**src/rtl/ram_rr_arbiter.sv**
```systemverilog
// ram_rr_arbiter: two-client round-robin arbiter driving registered ports of a sync RAM.
// Define RAM_ARB_LOCK_EN to let a client hold its grant across beats via lockN.
module ram_rr_arbiter #(
    parameter int AW = 4,
    parameter int DW = 8
) (
    input  logic          clk,
    input  logic          rst,
    input  logic          req0,
    input  logic          req1,
    input  logic          we0,
    input  logic          we1,
    input  logic [AW-1:0] addr0,
    input  logic [AW-1:0] addr1,
    input  logic [DW-1:0] wdata0,
    input  logic [DW-1:0] wdata1,
    input  logic          lock0,
    input  logic          lock1,
    output logic          gnt0,
    output logic          gnt1,
    output logic          rvalid0,
    output logic          rvalid1,
    output logic [DW-1:0] rdata,
    output logic          ram_wr_en,
    output logic [AW-1:0] ram_wr_addr,
    output logic [DW-1:0] ram_wr_data,
    output logic [AW-1:0] ram_rd_addr,
    input  logic [DW-1:0] ram_rd_data
);
    logic          prio_q, prio_d, wr_en_q, wr_en_d;
    logic [AW-1:0] wr_addr_q, wr_addr_d, rd_addr_q, rd_addr_d;
    logic [DW-1:0] wr_data_q, wr_data_d, rdata_q, rdata_d;
    logic          v1_q, v1_d, v2_q, v2_d, t1_q, t1_d, t2_q, t2_d;
    logic          pick0, acc, sel, we, frozen;
    logic [AW-1:0] addr;
    logic [DW-1:0] wdata;
`ifdef RAM_ARB_LOCK_EN
    typedef enum logic [1:0] {IDLE, OWN0, OWN1} state_t;
    state_t state_q, state_d;
    always_comb begin
        pick0 = req0 & (~req1 | ~prio_q);
        gnt0 = ~rst & ((state_q == OWN0) ? req0 : ((state_q == IDLE) & pick0));
        gnt1 = ~rst & ((state_q == OWN1) ? req1 : ((state_q == IDLE) & req1 & ~pick0));
        frozen = state_q != IDLE;
        state_d = (state_q == OWN0) ? ((~req0 | (gnt0 & ~lock0)) ? IDLE : OWN0)
                : (state_q == OWN1) ? ((~req1 | (gnt1 & ~lock1)) ? IDLE : OWN1)
                : (gnt0 & lock0) ? OWN0 : (gnt1 & lock1) ? OWN1 : IDLE;
    end
    always_ff @(posedge clk) state_q <= rst ? IDLE : state_d;
`else
    logic unused_lock;
    assign unused_lock = lock0 | lock1;
    always_comb begin
        pick0 = req0 & (~req1 | ~prio_q);
        gnt0 = ~rst & pick0;
        gnt1 = ~rst & req1 & ~pick0;
        frozen = 1'b0;
    end
`endif
    always_comb begin
        acc = gnt0 | gnt1;
        sel = gnt1;
        we = sel ? we1 : we0;
        addr = sel ? addr1 : addr0;
        wdata = sel ? wdata1 : wdata0;
        prio_d = (acc & ~frozen) ? ~sel : prio_q;
        wr_en_d = acc & we;
        wr_addr_d = (acc & we) ? addr : wr_addr_q;
        wr_data_d = (acc & we) ? wdata : wr_data_q;
        rd_addr_d = (acc & ~we) ? addr : rd_addr_q;
        v1_d = acc & ~we;
        t1_d = sel;
        v2_d = v1_q;
        t2_d = t1_q;
        rdata_d = v2_q ? ram_rd_data : rdata_q;
    end
    // The read tag pipeline is reset so in-flight reads never produce rvalid after rst.
    always_ff @(posedge clk) begin
        if (rst) begin
            prio_q    <= 1'b0;
            wr_en_q   <= 1'b0;
            wr_addr_q <= '0;
            wr_data_q <= '0;
            rd_addr_q <= '0;
            rdata_q   <= '0;
            v1_q      <= 1'b0;
            v2_q      <= 1'b0;
            t1_q      <= 1'b0;
            t2_q      <= 1'b0;
        end else begin
            prio_q    <= prio_d;
            wr_en_q   <= wr_en_d;
            wr_addr_q <= wr_addr_d;
            wr_data_q <= wr_data_d;
            rd_addr_q <= rd_addr_d;
            rdata_q   <= rdata_d;
            v1_q      <= v1_d;
            v2_q      <= v2_d;
            t1_q      <= t1_d;
            t2_q      <= t2_d;
        end
    end
    assign rvalid0     = v2_q & ~t2_q;
    assign rvalid1     = v2_q & t2_q;
    assign rdata       = rdata_d;
    assign ram_wr_en   = wr_en_q;
    assign ram_wr_addr = wr_addr_q;
    assign ram_wr_data = wr_data_q;
    assign ram_rd_addr = rd_addr_q;
endmodule

```
**config.mk**
```make
export PLATFORM = sky130hd
export DESIGN_NAME = ram_rr_arbiter
export DESIGN_NICKNAME = d
export VERILOG_FILES = /design/src/rtl/ram_rr_arbiter.sv
export SDC_FILE = /design/constraint.sdc
export NUM_CORES = 1
export LEC_CHECK = 0
export CORE_MARGIN = 3
export CORE_UTILIZATION = 40
export CTS_CLUSTER_SIZE = 24
export DETAILED_ROUTE_END_ITERATION = 12
export PLACE_DENSITY = 0.83
export SLEW_MARGIN = 10
export SYNTH_ARGS = -nofsm -noshare
export SYNTH_HDL_FRONTEND = slang
export SYNTH_SLANG_ARGS = --single-unit
```
**constraint.sdc**
```tcl
create_clock -name clk -period 3.35 [get_ports clk]
set_input_delay 0.335 -clock clk [delete_from_list [all_inputs] [get_ports clk]]
set_output_delay 0.335 -clock clk [all_outputs]
set_load 0.01 [all_outputs]
```
**Word level (Yosys, flattened, before mapping)**

Index checks and enable logic that the tools add are counted.

- Register bits after elaboration: 30
- Input bits: 40
- Word-level logic and storage cells: 31

- Mux-type cells: 4
- Bitwise operators: 17

Operator list:

| cell | count |
|---|---|
| $mux 8 | 2 |
| $and 1x1->1 | 8 |
| $not 1->1 | 7 |
| $mux 4 | 1 |
| $or 1x1->1 | 2 |
| $mux 1 | 1 |

**Logic depth before layout (Yosys ltp)**

Gate-level depths: netlist of run 1.

- Depth in word-level cells: 8
- Gate-level depth with buffers: 5
- Gate-level depth less buffers: 4

**Worst setup path after synthesis of run 1**

No wires, ideal clock.

- Path kind: register to output
- Start: register prio_q
- End: output port gnt1
- Data arrival time: 920 ps
- Slack: 2095 ps
- Cell stages (with the launch flop): 5
- Buffers on the path: 1
- Cells stage by stage: dfxtp_1 -> nand2b_4 -> nand3b_2 -> buf_6 -> inv_1

- Cells in the longest elaborated chain, start to end: 5

Ends and longest elaborated chain:

| item | line | RTL |
|---|---|---|
| start: declaration | 30 | `logic prio_q, prio_d, wr_en_q, wr_en_d;` |
| start signal: assignment | 91 | `prio_q <= prio_d;` |
| $not 1->1 | 54 | `pick0 = req0 & (~req1 \| ~prio_q);` |
| $or 1x1->1 | 54 |  |
| $and 1x1->1 | 54 |  |
| $not 1->1 | 56 | `gnt1 = ~rst & req1 & ~pick0;` |
| $and 1x1->1 | 56 |  |
| end: declaration | 20 | `output logic gnt1,` |

No other way between the ends.

**Worst setup path after layout of run 1**

- Start: input port rst
- End: output port gnt1

- Cells in the longest elaborated chain, start to end: 3

Ends and longest elaborated chain:

| item | line | RTL |
|---|---|---|
| start: declaration | 8 | `input logic rst,` |
| $not 1->1 | 56 |  |
| $and 1x1->1 (2 in series) | 56 |  |

No other way between the ends.

==> impl_metrics.env, run 1 <==
export IMPL_grtUsageMet1=0.158
export IMPL_ctsHoldBuffers=0
export IMPL_drive_gt1_frac=0.138
export IMPL_hold_viol=0
export IMPL_grt_max_degree=21
export IMPL_path_max_fanout=20
export IMPL_setup_tns_ps=0
export IMPL_hold_end="v2_q"
export IMPL_area_growth_pct=60.4
export IMPL_worstMarginPinSlew_ps=379
export IMPL_place_inst=197
export IMPL_nets=213
export IMPL_reg2regPathDepth=5
export IMPL_fin_cells=205
export IMPL_cts_tree="yes"
export IMPL_ys_ff_latch=30
export IMPL_critPathRequiredTime_ps=3010
export IMPL_fin_crit_ps=2280
export IMPL_ys_types=24
export IMPL_slowest_stage="clkdlybuf4s50_1"
export IMPL_utilization=0.690
export IMPL_cp_top_family="buffers and inverters"
export IMPL_cpPeakStageDelay_ps=530
export IMPL_core_um2=2830
export IMPL_rr_startpoint="prio_q"
export IMPL_p_per_area_nw_per_um2=401
export IMPL_min_delay_path_depth=1
export IMPL_antenna_found_initial=0
export IMPL_grt_overflow=0
export IMPL_status="finished, final reports clean"
export IMPL_top_usage_layer="met2"
export IMPL_diodes=0
export IMPL_grt_pass1_vias=1046
export IMPL_start_util=0.430
export IMPL_cts_sinks=30
export IMPL_arrival_ps=1940
export IMPL_port_buffers=66
export IMPL_via_per_inst=4.97
export IMPL_finClkSkew_ps=8.08
export IMPL_root_buffer="clkbuf_4"
export IMPL_startpoint_type="input pin"
export IMPL_drtIter0Drc=17
export IMPL_crit_path_cell_trace="clkdlybuf4s50_1 -> buf_4 -> nand3b_2 -> buf_4 -> inv_1 -> clkdlybuf4s50_1"
export IMPL_maxSlewViolCount=0
export IMPL_via_count=1018
export IMPL_rsz0062_at_grt="false"
export IMPL_syn_num_nets=144
export IMPL_slew_headroom=0.747
export IMPL_min_period_over_period=0.680
export IMPL_gp_congestion=0.712
export IMPL_cts_buffer_depth=2
export IMPL_mappedNetlistArea_um2=1220
export IMPL_dieArea_um2=3740
export IMPL_grt_pass1_wl_um=4380
export IMPL_pin_count=69
export IMPL_finalSetupViolations=0
export IMPL_globalRouteMet3Util=0.0713
export IMPL_wl_per_cell_um=13.8
export IMPL_rows=19
export IMPL_use_met2=0.279
export IMPL_die_y_um=61.1
export IMPL_cts_buffers=5
export IMPL_max_freq_ghz=0.439
export IMPL_syn_inst=104
export IMPL_hold_path_class="flop to flop"
export IMPL_r2r_end="ram_rd_addr[2]"
export IMPL_antenna_left=0
export IMPL_synth_area_per_cell_um2=11.7
export IMPL_hold_start="v1_q"
export IMPL_postCtsSetupRepairBufs=0
export IMPL_drc_errors=0
export IMPL_h_tree_depth=2
export IMPL_drt_first_pass_iters=4
export IMPL_leakagePower_uw=0.000813
export IMPL_cts_resized=0
export IMPL_fillCellCount=232
export IMPL_startpoint="rst"
export IMPL_cp_end_kind="output pin"
export IMPL_die_w_um=61.1
export IMPL_synth_warning_count=0
export IMPL_grtUsageTotal=0.162
export IMPL_dpl_hpwl_um=2180
export IMPL_maxCapViolCount=0
export IMPL_clock_latency_ps=330
export IMPL_ff2ff_setup_slack_ps=2020
export IMPL_crit_type="input pin to output pin"
export IMPL_ir_drop_uv=288
export IMPL_clk_pin_slew_worst_paths_ps=90
export IMPL_worst_path_buf_inv=5
export IMPL_routed_wl_um=2830
export IMPL_seq_area_frac_synth=0.494
==> Yosys cell counts <==
cell type / n / area [um^2]
a21boi_1: 1 / 7.51
nand3b_2: 1 / 11.3
buf_4: 1 / 7.51
inv_1: 3 / 11.3
clkbuf_2: 1 / 5.00
or2b_1: 1 / 7.51
clkbuf_1: 1 / 3.75
nor2b_1: 13 / 81.3
buf_2: 1 / 5.00
a21bo_2: 1 / 10.0
a32oi_1: 1 / 8.76
and2_1: 1 / 6.26
a21oi_1: 1 / 5.00
buf_6: 2 / 22.5
o2bb2ai_4: 1 / 27.5
and2b_2: 1 / 8.76
nor2_1: 5 / 18.8
dfxtp_1: 30 / 601
mux2_2: 8 / 90.1
or2_4: 1 / 8.76
a211oi_1: 4 / 30.0
nand2b_4: 1 / 13.8
mux2i_1: 12 / 120
o2bb2ai_1: 12 / 105
==> how the worst max path moves through the flow <==
stage	to	slack, ps	cells after the start
after floorplan	gnt1	2090	4
after global placement	gnt1	1060	6
after detailed placement	gnt1	1050	6
after CTS	gnt1	1040	6
after global routing	gnt1	980	6
final	gnt1	1070	6
==> layer usage <==
layer	routed length, um	share of wire
met5	0	0
met4	42	0.015
met3	321	0.11
met2	1340	0.47
met1	1130	0.40
==> stage by stage <==
step	worst slack (ps)	total power, uW	hold slack, ps	instance area [um^2]
finish	1070	782	448	1950
global route	975	828	463	1950
CTS	1040	793	455	1950
detailed placement	1050	566	433	1890
global placement	1060	561	418	1890
floorplan	2090	468	414	1220
==> power breakdown <==
| group | total (uW) | switching, uW | internal (uW) | leakage, uW |
|---|---|---|---|---|
| Sequential | 390 | 11.4 | 378 | 0.000246 |
| Combinational | 166 | 60.5 | 106 | 0.000532 |
| Clock | 226 | 125 | 101 | 0.0000343 |
==> cell families after synthesis <==
| logic type | synth area share |
|---|---|
| buffers and inverters | 0.0453 |
| and+or+nand+nor | 0.129 |
| muxes | 0.173 |
| DFF | 0.494 |
| AOI/OAI and AO/OA | 0.159 |
==> layout make-up <==
type	count	area, um^2	share of cell area
inverter	3	11.3	0.00577
clock buffer	6	51.3	0.0263
timing repair buffer	68	676	0.346
tap	31	38.8	0.0199
clock inverter	2	12.5	0.00641
multi-input combinational	65	561	0.287
sequential	30	601	0.308
==> cell usage in the layout, fill, tap and decap left out, types with 2 or more instances in the layout <==
cell	netlist	routed
clkdlybuf4s50_1	0	66
nor2b_1	13	13
inv_1	3	3
buf_4	1	2
a211oi_1	4	4
clkbuf_4	0	5
o2bb2ai_1	12	12
dfxtp_1	30	30
mux2i_1	12	12
mux2_2	8	8
nor2_1	5	5
==> registers in the layout (all words and copies together) (netlist names) <==
| signal | cells |
|---|---|
| ram_wr_data | 8 |
| rdata_q | 8 |
| ram_rd_addr | 4 |
| ram_wr_addr | 4 |
| prio_q | 1 |
| ram_wr_en | 1 |
| t1_q | 1 |
| t2_q | 1 |
| v1_q | 1 |
| v2_q | 1 |
Note: power is estimated with default switching activity, not from simulation.
==> run 2: changes to the inputs <==
CORE_UTILIZATION = 34   (was 40)
PLACE_DENSITY = 0.76   (was 0.83)
clock period = 2 ns   (was 3.35 ns; I/O delays follow)
==> run 2 against run 1 <==
Against the previous run: cell area is 0.77% higher; global-route usage fell by 1.6 points; critical path depth fell by 4; die area up 16%; sequential power grew 68%; core utilization fell by 11 points; cell count is 6.8% higher; setup slack worse by 910 ps; clock-buffer cell count is the same; clock skew grew 1.3 ps; power grew 63%; critical endpoint is now rdata[3]; highest routed layer unchanged.
==> impl_metrics.env, run 2 (synthesis gave the netlist of run 1 again) <==
export IMPL_whs_ps=451
export IMPL_die_w_um=65.8
export IMPL_ctsHoldBuffers=0
export IMPL_max_freq_ghz=0.544
export IMPL_drc_errors=0
export IMPL_setup_tns_ps=0
export IMPL_internal_power_uw=971
export IMPL_seq_power_share=0.512
export IMPL_via_count=1015
export IMPL_grt_overflow=0
export IMPL_status="finished, final reports clean"
export IMPL_maxSlewViolCount=0
export IMPL_grt_pass1_vias=1036
export IMPL_h_tree_depth=2
export IMPL_antenna_left=0
export IMPL_r2r_end="ram_rd_addr[3]"
export IMPL_pin_count=69
export IMPL_via_per_inst=4.63
export IMPL_cts_buffers=5
export IMPL_cts_resized=0
export IMPL_area_growth_pct=61.6
export IMPL_min_period_over_period=0.919
export IMPL_rsz0062_at_grt="false"
export IMPL_ir_drop_uv=328
export IMPL_final_cell_mix="66 x clkdlybuf4s50_1, 29 x dfxtp_1, 13 x nor2b_1"
export IMPL_utilization=0.580
export IMPL_drt_first_pass_iters=4
export IMPL_clock_latency_ps=320
export IMPL_root_buffer="clkbuf_4"
export IMPL_finalSetupViolations=0
export IMPL_p_sw_frac=0.240
export IMPL_p_per_area_nw_per_um2=650
export IMPL_dieArea_um2=4330
export IMPL_startpoint_type="flop"
export IMPL_cp_end_kind="output pin"
export IMPL_wl_per_cell_um=13.7
export IMPL_slew_headroom=0.842
export IMPL_startpoint="v2_q"
export IMPL_ff2ff_setup_slack_ps=670
export IMPL_hold_viol=0
export IMPL_die_y_um=65.8
export IMPL_maxCapViolCount=0
export IMPL_nets=214
export IMPL_cts_sinks=30
export IMPL_fillCellCount=294
export IMPL_crit_type="flop to output pin"
export IMPL_arrival_ps=1640
export IMPL_critPathRequiredTime_ps=1800
export IMPL_dpl_hpwl_um=2380
export IMPL_drive_gt1_frac=0.139
export IMPL_cts_tree="yes"
export IMPL_antenna_found_initial=0
export IMPL_core_um2=3390
export IMPL_grt_pass1_wl_um=4730
export IMPL_finClkSkew_ps=9.36
export IMPL_drtIter0Drc=9
export IMPL_hold_start="v1_q"
export IMPL_routed_wl_um=3010
export IMPL_port_buffers=66
export IMPL_start_util=0.359
export IMPL_cts_buffer_depth=2
export IMPL_switchingPower_uw=307
export IMPL_reg2regPathDepth=5
export IMPL_fin_crit_ps=1840
export IMPL_mostFrequentLayoutCell="clkdlybuf4s50_1"
export IMPL_worstMarginPinSlew_ps=231
export IMPL_path_max_fanout=10
export IMPL_pwr_share_comb=0.219
export IMPL_leakagePower_uw=0.000813
export IMPL_min_delay_path_depth=1
export IMPL_hold_path_class="flop to flop"
export IMPL_diodes=0
export IMPL_postCtsSetupRepairBufs=0
export IMPL_clk_pin_slew_worst_paths_ps=90
export IMPL_gp_congestion=0.670
export IMPL_pwr_share_clk=0.269
export IMPL_rows=21
export IMPL_grtUsageTotal=0.146
export IMPL_crit_end="rdata[3]"
export IMPL_rr_startpoint="prio_q"
export IMPL_grt_max_degree=20
## run 2: power groups by stage
| stage | combinational, uW | sequential (uW) | clock, uW |
|---|---|---|---|
| after floorplan | 108 | 675 | 0 |
| after global placement | 277 | 665 | 0 |
| after detailed placement | 283 | 668 | 0 |
| after CTS | 284 | 654 | 358 |
| after global routing | 301 | 660 | 383 |
| final | 280 | 654 | 343 |
## run 2: area by class of cell
type,count,area (um^2),area share
clock buffers,6,51.3,0.0261
inverters,3,11.3,0.00573
multi-input cells,65,561,0.285
flip-flops and latches,30,602,0.306
well taps,46,57.6,0.0293
repair buffers,69,683,0.348
## run 2: per-layer routing
metal	global-route usage	up-vias	share of wire
li1	-	509	-
met1	0.158	451	0.41
met2	0.249	48	0.47
met3	0.0663	7	0.10
met4	0.0544	0	0.016
met5	0	-	0
## run 2: per-stage QoR
stage / instances / total power [uW] / setup WS, ps / instance area [um^2]
after CTS: 219 / 1300 / 9.96 / 1960
after detailed placement: 213 / 950 / 173 / 1910
final: 219 / 1280 / 163 / 1970
after global routing: 219 / 1340 / 96.6 / 1970
after global placement: 213 / 943 / 174 / 1910
after floorplan: 104 / 784 / 810 / 1220
## run 2: worst min path at each step
stage	endpoint	slack [ps]
2_1_floorplan	prio_q	370
3_3_place_gp	t2_q	420
3_5_place_dp	v2_q	440
4_1_cts	t2_q	460
5_1_grt	t2_q	470
6_report	v2_q	450
## run 2: critical path: stages, from the launching register on
cell	delay, ps
dfxtp_2	450
mux2_2	380
clkdlybuf4s50_1	480
==> run 3: changes to the inputs <==
CORE_UTILIZATION = 37   (was 34)
PLACE_DENSITY = 0.78   (was 0.76)
clock period = 1.9 ns   (was 2 ns; I/O delays follow)
==> run 3 against run 2 <==
Against the previous run: clock-buffer cell count unchanged; global-route usage up 0.69 points; clock power increased by 13%; via count stayed put.
==> impl_metrics.env, run 3 (synthesis gave the netlist of run 1 again) <==
export IMPL_grt_pass1_wl_um=4940
export IMPL_via_per_inst=4.66
export IMPL_maxCapViolCount=0
export IMPL_hold_viol=0
export IMPL_dieArea_um2=4010
export IMPL_root_buffer="clkbuf_4"
export IMPL_min_period_over_period=0.954
export IMPL_grtUsageTotal=0.153
export IMPL_cts_buffers=5
export IMPL_core_um2=3100
export IMPL_routed_wl_um=2860
export IMPL_drc_errors=0
export IMPL_rows=20
export IMPL_cp_end_kind="output pin"
export IMPL_ir_drop_uv=443
export IMPL_port_buffers=66
export IMPL_leakagePower_uw=0.000813
export IMPL_start_util=0.392
export IMPL_rsz0062_at_grt="false"
export IMPL_critPathRequiredTime_ps=1710
export IMPL_worstMarginPinSlew_ps=248
export IMPL_path_max_fanout=3
export IMPL_max_freq_ghz=0.552
export IMPL_p_per_area_nw_per_um2=695
export IMPL_placed_area_um2=1900
export IMPL_hold_path_class="flop to flop"
export IMPL_clock_latency_ps=320
export IMPL_arrival_ps=1620
export IMPL_mostFrequentLayoutCell="clkdlybuf4s50_1"
export IMPL_drtIter0Drc=4
export IMPL_pin_count=69
export IMPL_gp_congestion=0.653
export IMPL_maxSlewViolCount=0
export IMPL_finClkSkew_ps=4.78
export IMPL_startpoint_type="input pin"
export IMPL_dpl_hpwl_um=2180
export IMPL_postCtsSetupRepairBufs=0
export IMPL_final_cell_mix="66 x clkdlybuf4s50_1, 29 x dfxtp_1, 13 x nor2b_1"
export IMPL_die_w_um=63.3
export IMPL_nets=213
export IMPL_antenna_left=0
export IMPL_grt_overflow=0
export IMPL_fin_crit_ps=1810
export IMPL_via_count=1015
export IMPL_crit_type="input pin to output pin"
export IMPL_drive_gt1_frac=0.144
export IMPL_h_tree_depth=2
export IMPL_antenna_found_initial=0
export IMPL_diodes=0
export IMPL_setup_tns_ps=0
export IMPL_clk_pin_slew_worst_paths_ps=100
export IMPL_slew_headroom=0.835
export IMPL_grt_max_degree=20
export IMPL_cts_sinks=30
export IMPL_area_growth_pct=62.0
export IMPL_grt_pass1_vias=1067
export IMPL_die_y_um=63.3
export IMPL_cts_buffer_depth=2
export IMPL_status="finished, final reports clean"
export IMPL_cts_tree="yes"
export IMPL_drt_first_pass_iters=3
export IMPL_stdcell_area_um2=1970
export IMPL_wl_per_cell_um=13.1
export IMPL_finalSetupViolations=0
## run 3: changes by cell type in the layout (fill, tap and decap cells not counted)
cell	delta
dfxtp_4	+1
dfxtp_2	-1
buf_4	-1
clkinv_2	+1
clkinvlp_4	+1
## run 3: repair_timing
item,4_1_cts,5_1_grt
setup endpoints to repair,8,3
hold endpoints to repair,0,0
resized for setup,1,1
hold buffers,0,0
## run 3: cell type report
cell class / instances / area, um^2
clock buffers: 6 / 51.3
multi-input cells: 65 / 561
fillers: 285 / 1130
inverters: 3 / 11.3
repair buffers: 68 / 676
well taps: 44 / 55.1
clock inverters: 2 / 12.5
flip-flops and latches: 30 / 604
## run 3: routing by layer
layer / vias to the layer above / global-route usage / wire length, um
met5: - / 0 / 0
met4: 0 / 0.0674 / 14
met3: 2 / 0.0749 / 300
met2: 49 / 0.250 / 1360
met1: 459 / 0.167 / 1180
li1: 505 / - / -
## run 3: metrics by stage
step | setup slack [ps] | hold slack [ps] | util | total power, uW | cells
final | 87.8 | 441 | 0.635 | 1370 | 218
after global routing | 9.94 | 447 | 0.635 | 1450 | 218
after CTS | 45.3 | 442 | 0.634 | 1400 | 218
after detailed placement | 88.0 | 430 | 0.613 | 997 | 210
after global placement | 98.7 | 418 | 0.613 | 990 | 210
after floorplan | 710 | 365 | - | 825 | 104
## run 3: worst paths after layout
path	slack, ps	cells after the start	startpoint	to
worst max-delay path	90	4	req0	gnt0
worst min-delay path	440	1	v1_q	v2_q
worst max register to register	560	5	prio_q	ram_rd_addr[3]
worst min register to register	440	1	v1_q	v2_q
## run 3: power by group
| part | internal, uW | switching (uW) | total (uW) |
|---|---|---|---|
| Clock | 178 | 212 | 389 |
| Combinational | 187 | 107 | 294 |
| Sequential | 667 | 20.2 | 687 |
| Total | 1030 | 339 | 1370 |
## run 3: worst max-delay path, cell delays in order
cell             delay (ps)
clkdlybuf4s50_1         530
a21bo_2                 270
nor2_1                   90
clkdlybuf4s50_1         540
